===== src/rtl/ins_fetch_queue_pkg.sv =====
// Shared fetch/queue/decode definitions: reset PC, NOP encoding and the
// {pc, instr} entry layout held in the instruction buffer.
package ins_fetch_queue_pkg;

  localparam int INSTR_W = 32;
  localparam int PC_W    = 32;

  localparam logic [INSTR_W-1:0] NOP_WORD = 32'h0000_0000;
  localparam logic [PC_W-1:0]    PC_START = 32'h0040_0020;

  typedef struct packed {
    logic [PC_W-1:0]    pc;
    logic [INSTR_W-1:0] instr;
  } entry_t;

  // Occupancy change for one cycle, indexed by {fire_enq, fire_deq}.
  typedef enum logic [1:0] {
    OCC_HOLD = 2'b00,
    OCC_DEQ  = 2'b01,
    OCC_ENQ  = 2'b10,
    OCC_BOTH = 2'b11
  } occ_op_e;

endpackage : ins_fetch_queue_pkg


===== src/rtl/ins_fetch_queue_if.sv =====
// Fetch -> queue -> decode handshake bundle. The slave modport is the queue;
// the master modport is the fetch/decode/redirect side that drives it.
interface ins_fetch_queue_if
  import ins_fetch_queue_pkg::*;
#(
  parameter int PTR_W = 2
) ();

  logic               flush;

  logic               enq_valid;
  logic               enq_ready;
  logic [PC_W-1:0]    enq_pc;
  logic [INSTR_W-1:0] enq_instr;

  logic               deq_valid;
  logic               deq_ready;
  logic [PC_W-1:0]    deq_pc;
  logic [INSTR_W-1:0] deq_instr;
  logic [PC_W-1:0]    deq_pc_plus4;

  logic [PTR_W:0]     count;

  modport slave (
    input  flush,
    input  enq_valid, enq_pc, enq_instr,
    output enq_ready,
    output deq_valid, deq_pc, deq_instr, deq_pc_plus4,
    input  deq_ready,
    output count
  );

  modport master (
    output flush,
    output enq_valid, enq_pc, enq_instr,
    input  enq_ready,
    input  deq_valid, deq_pc, deq_instr, deq_pc_plus4,
    output deq_ready,
    input  count
  );

endinterface : ins_fetch_queue_if


===== src/rtl/ins_fetch_queue_adder_32.sv =====
// Plain 32-bit unsigned adder; the carry-out is dropped so results wrap mod 2**32.
module adder_32 (
  input  logic [31:0] a,
  input  logic [31:0] b,
  output logic [31:0] sum
);

  assign sum = a + b;

endmodule : adder_32


===== src/rtl/ins_fetch_queue_fifo_ptr.sv =====
// Wrapping PTR_W-bit FIFO pointer with increment enable and synchronous clear.
// Wrap from DEPTH-1 to 0 falls out of the natural overflow since DEPTH = 2**PTR_W.
module fifo_ptr #(
  parameter int PTR_W = 2
) (
  input  logic             clk,
  input  logic             reset_n,
  input  logic             clear,
  input  logic             inc,
  output logic [PTR_W-1:0] ptr
);

  // NOTE: sequential state uses non-blocking (<=) so every flop samples the
  // pre-edge values and simulation matches the synthesized registers.
  always_ff @(posedge clk or negedge reset_n) begin
    if (!reset_n) begin
      ptr <= '0;
    end else if (clear) begin
      ptr <= '0;
    end else if (inc) begin
      ptr <= ptr + PTR_W'(1);
    end
  end

endmodule : fifo_ptr


===== src/rtl/ins_fetch_queue.sv =====
// Instruction buffer between fetch and decode: small circular FIFO of
// {pc, instr} pairs with valid/ready on both sides and a redirect flush.
module ins_fetch_queue #(
  parameter int          DEPTH    = 4,
  parameter int          PTR_W    = 2,
  parameter logic [31:0] NOP_WORD = 32'h0000_0000
) (
  input logic               clk,
  input logic               reset_n,
  ins_fetch_queue_if.slave  q
);

  import ins_fetch_queue_pkg::*;

  localparam logic [PTR_W:0] DEPTH_CNT = (PTR_W+1)'(DEPTH);

  entry_t           mem [DEPTH];
  entry_t           head;
  logic [PTR_W-1:0] wr_ptr;
  logic [PTR_W-1:0] rd_ptr;
  logic [PTR_W:0]   count_q;

  logic full;
  logic empty;
  logic fire_enq;
  logic fire_deq;

  // Full/empty come from the occupancy counter only; equal pointers are ambiguous.
  assign full  = (count_q == DEPTH_CNT);
  assign empty = (count_q == '0);

  // Flush wins over both sides; a full queue never accepts, even if decode drains.
  assign fire_enq = q.enq_valid & ~full  & ~q.flush;
  assign fire_deq = q.deq_ready & ~empty & ~q.flush;

  fifo_ptr #(.PTR_W(PTR_W)) u_wr_ptr (
    .clk     (clk),
    .reset_n (reset_n),
    .clear   (q.flush),
    .inc     (fire_enq),
    .ptr     (wr_ptr)
  );

  fifo_ptr #(.PTR_W(PTR_W)) u_rd_ptr (
    .clk     (clk),
    .reset_n (reset_n),
    .clear   (q.flush),
    .inc     (fire_deq),
    .ptr     (rd_ptr)
  );

  always_ff @(posedge clk or negedge reset_n) begin
    if (!reset_n) begin
      count_q <= '0;
    end else if (q.flush) begin
      count_q <= '0;
    end else begin
      case (occ_op_e'({fire_enq, fire_deq}))
        OCC_ENQ: count_q <= count_q + (PTR_W+1)'(1);
        OCC_DEQ: count_q <= count_q - (PTR_W+1)'(1);
        default: count_q <= count_q;
      endcase
    end
  end

  // NOTE: storage is reset here only so the head PC reads a defined 0 (and
  // pc+4 reads 4) straight out of reset; nothing else relies on array contents.
  always_ff @(posedge clk or negedge reset_n) begin
    if (!reset_n) begin
      for (int i = 0; i < DEPTH; i++) begin
        mem[i] <= '0;
      end
    end else if (fire_enq) begin
      mem[wr_ptr] <= '{pc: q.enq_pc, instr: q.enq_instr};
    end
  end

  // Head is read straight from the array: no enq->deq bypass, one cycle latency.
  assign head = mem[rd_ptr];

  assign q.enq_ready = ~full;
  assign q.deq_valid = ~empty;
  assign q.deq_pc    = head.pc;
  assign q.deq_instr = empty ? NOP_WORD : head.instr;
  assign q.count     = count_q;

  adder_32 u_pc_plus4 (
    .a   (head.pc),
    .b   (32'h0000_0004),
    .sum (q.deq_pc_plus4)
  );

endmodule : ins_fetch_queue


===== src/flat_wrapper.sv =====
// flat-port wrapper written by rule: the top's interface ports become plain ports
module ins_fetch_queue_flat import ins_fetch_queue_pkg::*;
#(
  parameter int          DEPTH    = 4,
  parameter int          PTR_W    = 2,
  parameter logic [31:0] NOP_WORD = 32'h0000_0000
)
  (clk, reset_n, q_flush, q_enq_valid, q_enq_pc, q_enq_instr, q_enq_ready, q_deq_valid, q_deq_pc, q_deq_instr, q_deq_pc_plus4, q_deq_ready, q_count);
  ins_fetch_queue_if #(.PTR_W(PTR_W)) q_i ();
  input logic clk;
  input logic reset_n;
  input wire logic [$bits(q_i.flush)-1:0] q_flush;
  input wire logic [$bits(q_i.enq_valid)-1:0] q_enq_valid;
  input wire logic [$bits(q_i.enq_pc)-1:0] q_enq_pc;
  input wire logic [$bits(q_i.enq_instr)-1:0] q_enq_instr;
  output wire logic [$bits(q_i.enq_ready)-1:0] q_enq_ready;
  output wire logic [$bits(q_i.deq_valid)-1:0] q_deq_valid;
  output wire logic [$bits(q_i.deq_pc)-1:0] q_deq_pc;
  output wire logic [$bits(q_i.deq_instr)-1:0] q_deq_instr;
  output wire logic [$bits(q_i.deq_pc_plus4)-1:0] q_deq_pc_plus4;
  input wire logic [$bits(q_i.deq_ready)-1:0] q_deq_ready;
  output wire logic [$bits(q_i.count)-1:0] q_count;
  assign q_i.flush = q_flush;
  assign q_i.enq_valid = q_enq_valid;
  assign q_i.enq_pc = q_enq_pc;
  assign q_i.enq_instr = q_enq_instr;
  assign q_enq_ready = q_i.enq_ready;
  assign q_deq_valid = q_i.deq_valid;
  assign q_deq_pc = q_i.deq_pc;
  assign q_deq_instr = q_i.deq_instr;
  assign q_deq_pc_plus4 = q_i.deq_pc_plus4;
  assign q_i.deq_ready = q_deq_ready;
  assign q_count = q_i.count;
  ins_fetch_queue #(.DEPTH(DEPTH), .PTR_W(PTR_W), .NOP_WORD(NOP_WORD)) u_core (.clk(clk), .reset_n(reset_n), .q(q_i));
endmodule

===== config.mk =====
export PLATFORM = sky130hd
export DESIGN_NAME = ins_fetch_queue_flat
export DESIGN_NICKNAME = d
export VERILOG_FILES = /design/src/rtl/ins_fetch_queue_pkg.sv /design/src/rtl/ins_fetch_queue_if.sv /design/src/rtl/ins_fetch_queue_adder_32.sv /design/src/rtl/ins_fetch_queue_fifo_ptr.sv /design/src/rtl/ins_fetch_queue.sv /design/src/flat_wrapper.sv
export SDC_FILE = /design/constraint.sdc
export NUM_CORES = 1
export LEC_CHECK = 0
export ABC_AREA = 1
export BUFFER_PORTS_ARGS = -buffer_cell sky130_fd_sc_hd__buf_2
export CAP_MARGIN = 20
export CORE_AREA = 2 2 158 160
export DETAILED_ROUTE_END_ITERATION = 8
export DIE_AREA = 0 0 160 162
export GPL_TIMING_DRIVEN = 0
export PLACE_DENSITY_LB_ADDON = 0.1
export SLEW_MARGIN = 25
export SYNTH_ARGS = -nofsm -noshare
export SYNTH_HDL_FRONTEND = slang
export SYNTH_SLANG_ARGS = --single-unit

===== constraint.sdc =====
create_clock -name clk -period 2.4 [get_ports clk]
set_input_delay 0.48 -clock clk [delete_from_list [all_inputs] [get_ports clk]]
set_output_delay 0.48 -clock clk [all_outputs]
set_load 0.02 [all_outputs]

Word level (Yosys, flattened, before mapping). Cells that the tools add are included. W data, S select, Z words.

Equal/unequal tests: 3. Multiply operators: 0. Divide/modulo/power cells: 0. Shift-type cells: 0. Order comparisons: 3. Bitwise gates (word level): 9. Multiplexer cells: 13. Reductions and logical operators: 5. $add $sub $neg: 5.

Operator list (count): $bwmux W256 (1); $mux W64 (3); $bmux W64 S2 (1); $demux W64 S2 (1); $add A32 B3 Y32 const B (1); $mux W32 (1); $mux W2 (4); $ge A3 B3 Y1 const B (2); $not A2 Y3 (2); $pmux W3 S2 (1); $add A2 B1 Y2 const B (2); $and A1 B1 Y1 (4); $reduce_bool A2 Y1 (2); $add A3 B1 Y3 const B (1); $eq A3 B3 Y1 const B (1); $logic_not A3 Y1 (1); $lt A3 B1 Y1 const B (1); $mux W3 (1); $not A1 Y1 (3); $reduce_bool A3 Y1 (1); $sub A3 B1 Y3 const B (1); $eq A2 B1 Y1 const B (1); $eq A2 B2 Y1 const B (1); $logic_and A1 B1 Y1 (1).

Word-level logic and storage cells: 49. Memories: 0. Memory bits (writable): 0. Output and inout port bits: 101. Latch bits: 0. Memory bits (read-only): 0. Input bits: 69. Flip-flop bits (word level): 263.

Longest topological paths before layout.
Depth after elaboration: 7. Gate-level depth with buffers: 15. Gate-level depth less buffers: 13.

Modules after synthesis. Synthesis repeated with hierarchy kept, for this count alone.

Cell total of the unflattened synthesis: 1913. Area, all modules: 14926.8 µm².

Modules (own cells, without submodules): ins_fetch_queue (seq. area each 6481.2 µm², instances 1, area each 12369.4 µm², cells an instance 1397); adder_32 (seq. area each 0.0 µm², instances 1, area each 2384.8 µm², cells an instance 494); fifo_ptr (seq. area each 50.0 µm², instances 2, area each 86.3 µm², cells an instance 11).

Least setup slack after synthesis. No wires, ideal clock.

Path kind: register to output. Start: register u_core.u_rd_ptr.ptr[0]. End: output q_deq_pc_plus4[16]. Setup slack: -0.219 ns. Data required time: 1.920 ns. Data arrival time: 2.139 ns. Buffers on the path: 2. Cell stages (with the launch flop): 11. Cell sequence: dfrtp_1 buf_6 buf_6 o21ai_0 nand2_1 nand2_1 ha_1 nand3_2 nor2_1 nand2_1 xor2_1.

Cells in the longest elaborated chain, start to end: 5.

Ends and longest elaborated chain: from (decl) (RTL line ins_fetch_queue_fifo_ptr.sv:10) `output logic [PTR_W-1:0] ptr`; from (signal assigned) (RTL line ins_fetch_queue_fifo_ptr.sv:21) `ptr <= ptr + PTR_W'(1);`; $not A2 Y3 (implied by the code) (RTL line ins_fetch_queue.sv:79) `assign head = mem[rd_ptr];`; $bmux W64 S2 (RTL line ins_fetch_queue.sv:79); $mux W64 (implied by the code) (2 in series) (RTL line ins_fetch_queue.sv:79); named net q_deq_pc[2] (RTL line flat_wrapper.sv:18) `output wire logic [$bits(q_i.deq_pc)-1:0] q_deq_pc;`; $add A32 B3 Y32 (RTL line ins_fetch_queue_adder_32.sv:8) `assign sum = a + b;`; to (decl) (RTL line flat_wrapper.sv:20) `output wire logic [$bits(q_i.deq_pc_plus4)-1:0] q_deq_pc_plus4;`.

The timed path passes the listed nets, and every way through them passes these cells. The select of a mux whose other input is x is not followed.

Final worst setup path.
Start: register u_core.u_rd_ptr.ptr[0]. End: output q_deq_pc_plus4[18].

Cells in the longest elaborated chain, start to end: 5.

Ends and longest elaborated chain (RTL line): $not A2 Y3 (implied by the code) (ins_fetch_queue.sv:79); $bmux W64 S2 (ins_fetch_queue.sv:79); $mux W64 (implied by the code) (2 in series) (ins_fetch_queue.sv:79); $add A32 B3 Y32 (ins_fetch_queue_adder_32.sv:8).

No other way between the ends. The select of a mux whose other input is x is not followed.

==> results.json <==
{
  "status": "finished with violations",
  "violations": "negative setup slack",
  "regArea_sq_um": 6581,
  "rsz0062_at_grt": "true",
  "die_width_um": 160,
  "cts_sinks": 263,
  "grt_pass1_wl_um": 69590,
  "firstDrtPassIters": 5,
  "hold_depth": 4,
  "vias": 13660,
  "hold_viol_final": 0,
  "area_growth_pct": 40.63,
  "fin_skew_ns": 0.007862,
  "fillers": 1676,
  "hp-class": "in2reg",
  "r2r-end": "u_core.mem[115]",
  "instances_no_fill": 2409,
  "ir_drop_mv": 0.7933,
  "cts_inserted_buffers": 28,
  "syn_area_per_cell_sq_um": 7.410,
  "clock_latency_ns": 0.54,
  "gp_congestion": 0.8896,
  "max-cap-violations": 0,
  "worst_pin_slew_ns": 0.7002,
  "fin_crit_ns": 3.076,
  "wl_met3_um": 3248,
  "ys_seq_elements": 263,
  "grt_pass1_vias": 13210,
  "setup_tns_ns": -33.01,
  "startpoint": "u_core.u_rd_ptr.ptr[0]",
  "ys_seq_area_frac": 0.4990,
  "crit_type": "reg2out",
  "io_buffer_count": 169,
  "max_freq_mhz": 325.1,
  "io_pins": 170,
  "syn_area_sq_um": 13190,
  "cts_tree": "done",
  "synth.largest_area_cell": "dfrtp_1",
  "cts_root_buf": "clkbuf_16",
  "synthTopCellsByArea": "dfrtp_1, nand2_1, o21ai_0, nor2_1, inv_1",
  "setup_viol": 79,
  "viasPerCell": 5.668,
  "crit_path_start_kind": "flip-flop",
  "drc": 0,
  "top_layer_used": "met4",
  "yosys_warnings": 0,
  "final_layout_size_suffix_gt1_frac": 0.3205,
  "drtAntennaViolNets": 0,
  "syn_inst": 1780,
  "fin_nets": 2137,
  "final_cell_mix": "nand2_1, o21ai_0, dfrtp_1, inv_1, nand2_2",
  "critPathCaptureType": "output pin",
  "drv_slew": 0,
  "worst_slack_ns": -0.6761,
  "core_sq_um": 24110,
  "r2r_setup_slack_ns": 0,
  "grt_overflow": 0,
  "syn_nets": 1855,
  "max-slew-margin-rel": 0.5332,
  "wl_met1_um": 17910,
  "cts_buffer_depth": 3,
  "hpwl_um": 27260,
  "synth_top_cell_area_share": 0.4990,
  "placed_cells": 2275,
  "p_leak_uw": 0.009089,
  "die_y_um": 162,
  "finalCritPeriodShare": 1.282,
  "post_drt_wl_per_cell_um": 18.95,
  "wirelength_um": 45640,
  "clk_pin_slew_ns": 0.06,
  "cp-endpoint": "q_deq_pc_plus4[18]",
  "initial_core_util": 0.5472,
  "ys_types": 29,
  "met2_length_um": 22750,
  "path_max_fanout": 6,
  "pwr_density_cell_nw_per_um2": 1354,
  "drtIter0Drc": 1155,
  "grt_start_max_net_pins": 93,
  "r2r_cells": 9,
  "final_common_cell": "nand2_1",
  "finalPower_uw": 25120,
  "cp.required_ns": 1.92,
  "htreeDepth": 1,
  "fin_hold_ws_ns": 0.2467,
  "multi_input_area_sq_um": 7108,
  "dieArea_sq_um": 25920,
  "cp.arrival_ns": 2.60,
  "rr_startpoint": "u_core.q.count[1]",
  "fp-row-count": 57,
  "antenna_found_initial": 1,
  "fin_util": 0.7695,
  "gr-usage-all-layers": 0.3360
}
## cells by family after synthesis
logic type / share of synthesized area
simple gates: 0.2683
compound gates: 0.1425
flops: 0.4990
buf+inv: 0.07276
xor+xnor: 0.01129
fa+ha+maj: 0.006261
## cell usage after synthesis
cell,number
a21boi_0,1
a21oi_1,34
a22o_1,1
a32oi_1,1
buf_1,4
buf_2,25
buf_4,6
buf_6,8
buf_8,1
clkbuf_1,64
dfrtp_1,263
fa_1,1
ha_1,5
inv_1,111
inv_2,1
inv_6,1
nand2_1,621
nand2_2,10
nand3_1,62
nand3_2,2
nand4_1,3
nor2_1,194
nor2_2,3
nor2_4,3
nor3_1,1
nor3_2,1
o21ai_0,334
o22ai_1,2
xor2_1,17
## critical path, stage by stage (launching register included)
cell      delay, ns
dfrtp_1        0.37
buf_6          0.15
clkinv_8       0.07
buf_8          0.13
nand2_2        0.05
nand2_2        0.07
nand2_2        0.06
nand2_4        0.13
ha_4           0.17
nand3_4        0.14
nor2_4         0.21
buf_6          0.15
nand2_4        0.06
xor2_2         0.15
buf_6          0.14
## timing repair
item | 4_1_cts | 5_1_grt
gates cloned | 13 | 0
setup buffers | 56 | 24
pin swaps | 112 | 118
endpoints found under the setup margin | 86 | 193
hold endpoints to repair | 33 | 0
hold buffers | 1 | 0
gates resized for setup | 473 | 291
## final cells by class
type / count / share of cell area
inverters: 113 / 0.02368
plain buffers: 105 / 0.04567
clock inverters: 3 / 0.0008094
repair buffers: 255 / 0.1224
diodes: 1 / 0.0001349
clock buffers: 49 / 0.04749
well taps: 324 / 0.02186
multi-input cells: 1296 / 0.3832
flip-flops and latches: 263 / 0.3548
## worst min path at each step
stage | from | endpoint | slack [ns]
after floorplan | reset_n | u_core.mem[0] | 0.18
after global placement | u_core.mem[154] | u_core.mem[154] | 0.46
after detailed placement | u_core.mem[136] | u_core.mem[136] | 0.47
after CTS | q_flush | u_core.u_rd_ptr.ptr[0] | 0.24
after global routing | q_flush | u_core.u_rd_ptr.ptr[0] | 0.25
final | q_flush | u_core.u_rd_ptr.ptr[0] | 0.25
## stage by stage
step | setup slack [ns] | cell area [sq um]
final | -0.6761 | 18550
after global routing | -0.8114 | 18550
after CTS | -0.5916 | 17570
after detailed placement | -0.4874 | 14560
after global placement | -3.955 | 14490
after floorplan | 0.004851 | 13240
## registers in the layout (all words and copies together) (netlist names)
| signal | count |
|---|---|
| u_core.mem | 256 |
| u_core.u_rd_ptr.ptr | 2 |
| u_core.q.count | 3 |
| u_core.u_wr_ptr.ptr | 2 |
## metal layers
metal	vias up	track usage
met5	-	0
met2	623	0.5826
met3	150	0.05337
met1	6649	0.4312
li1	6233	-
met4	0	0.1192
## report_power, final
group	leakage, uW	total [uW]	internal (uW)	switching [uW]
Clock	0.000441	4230	2470	1760
Combinational	0.00526	13400	5700	7730
Sequential	0.00339	7460	6170	1290
(Power assumes the default switching activity.)
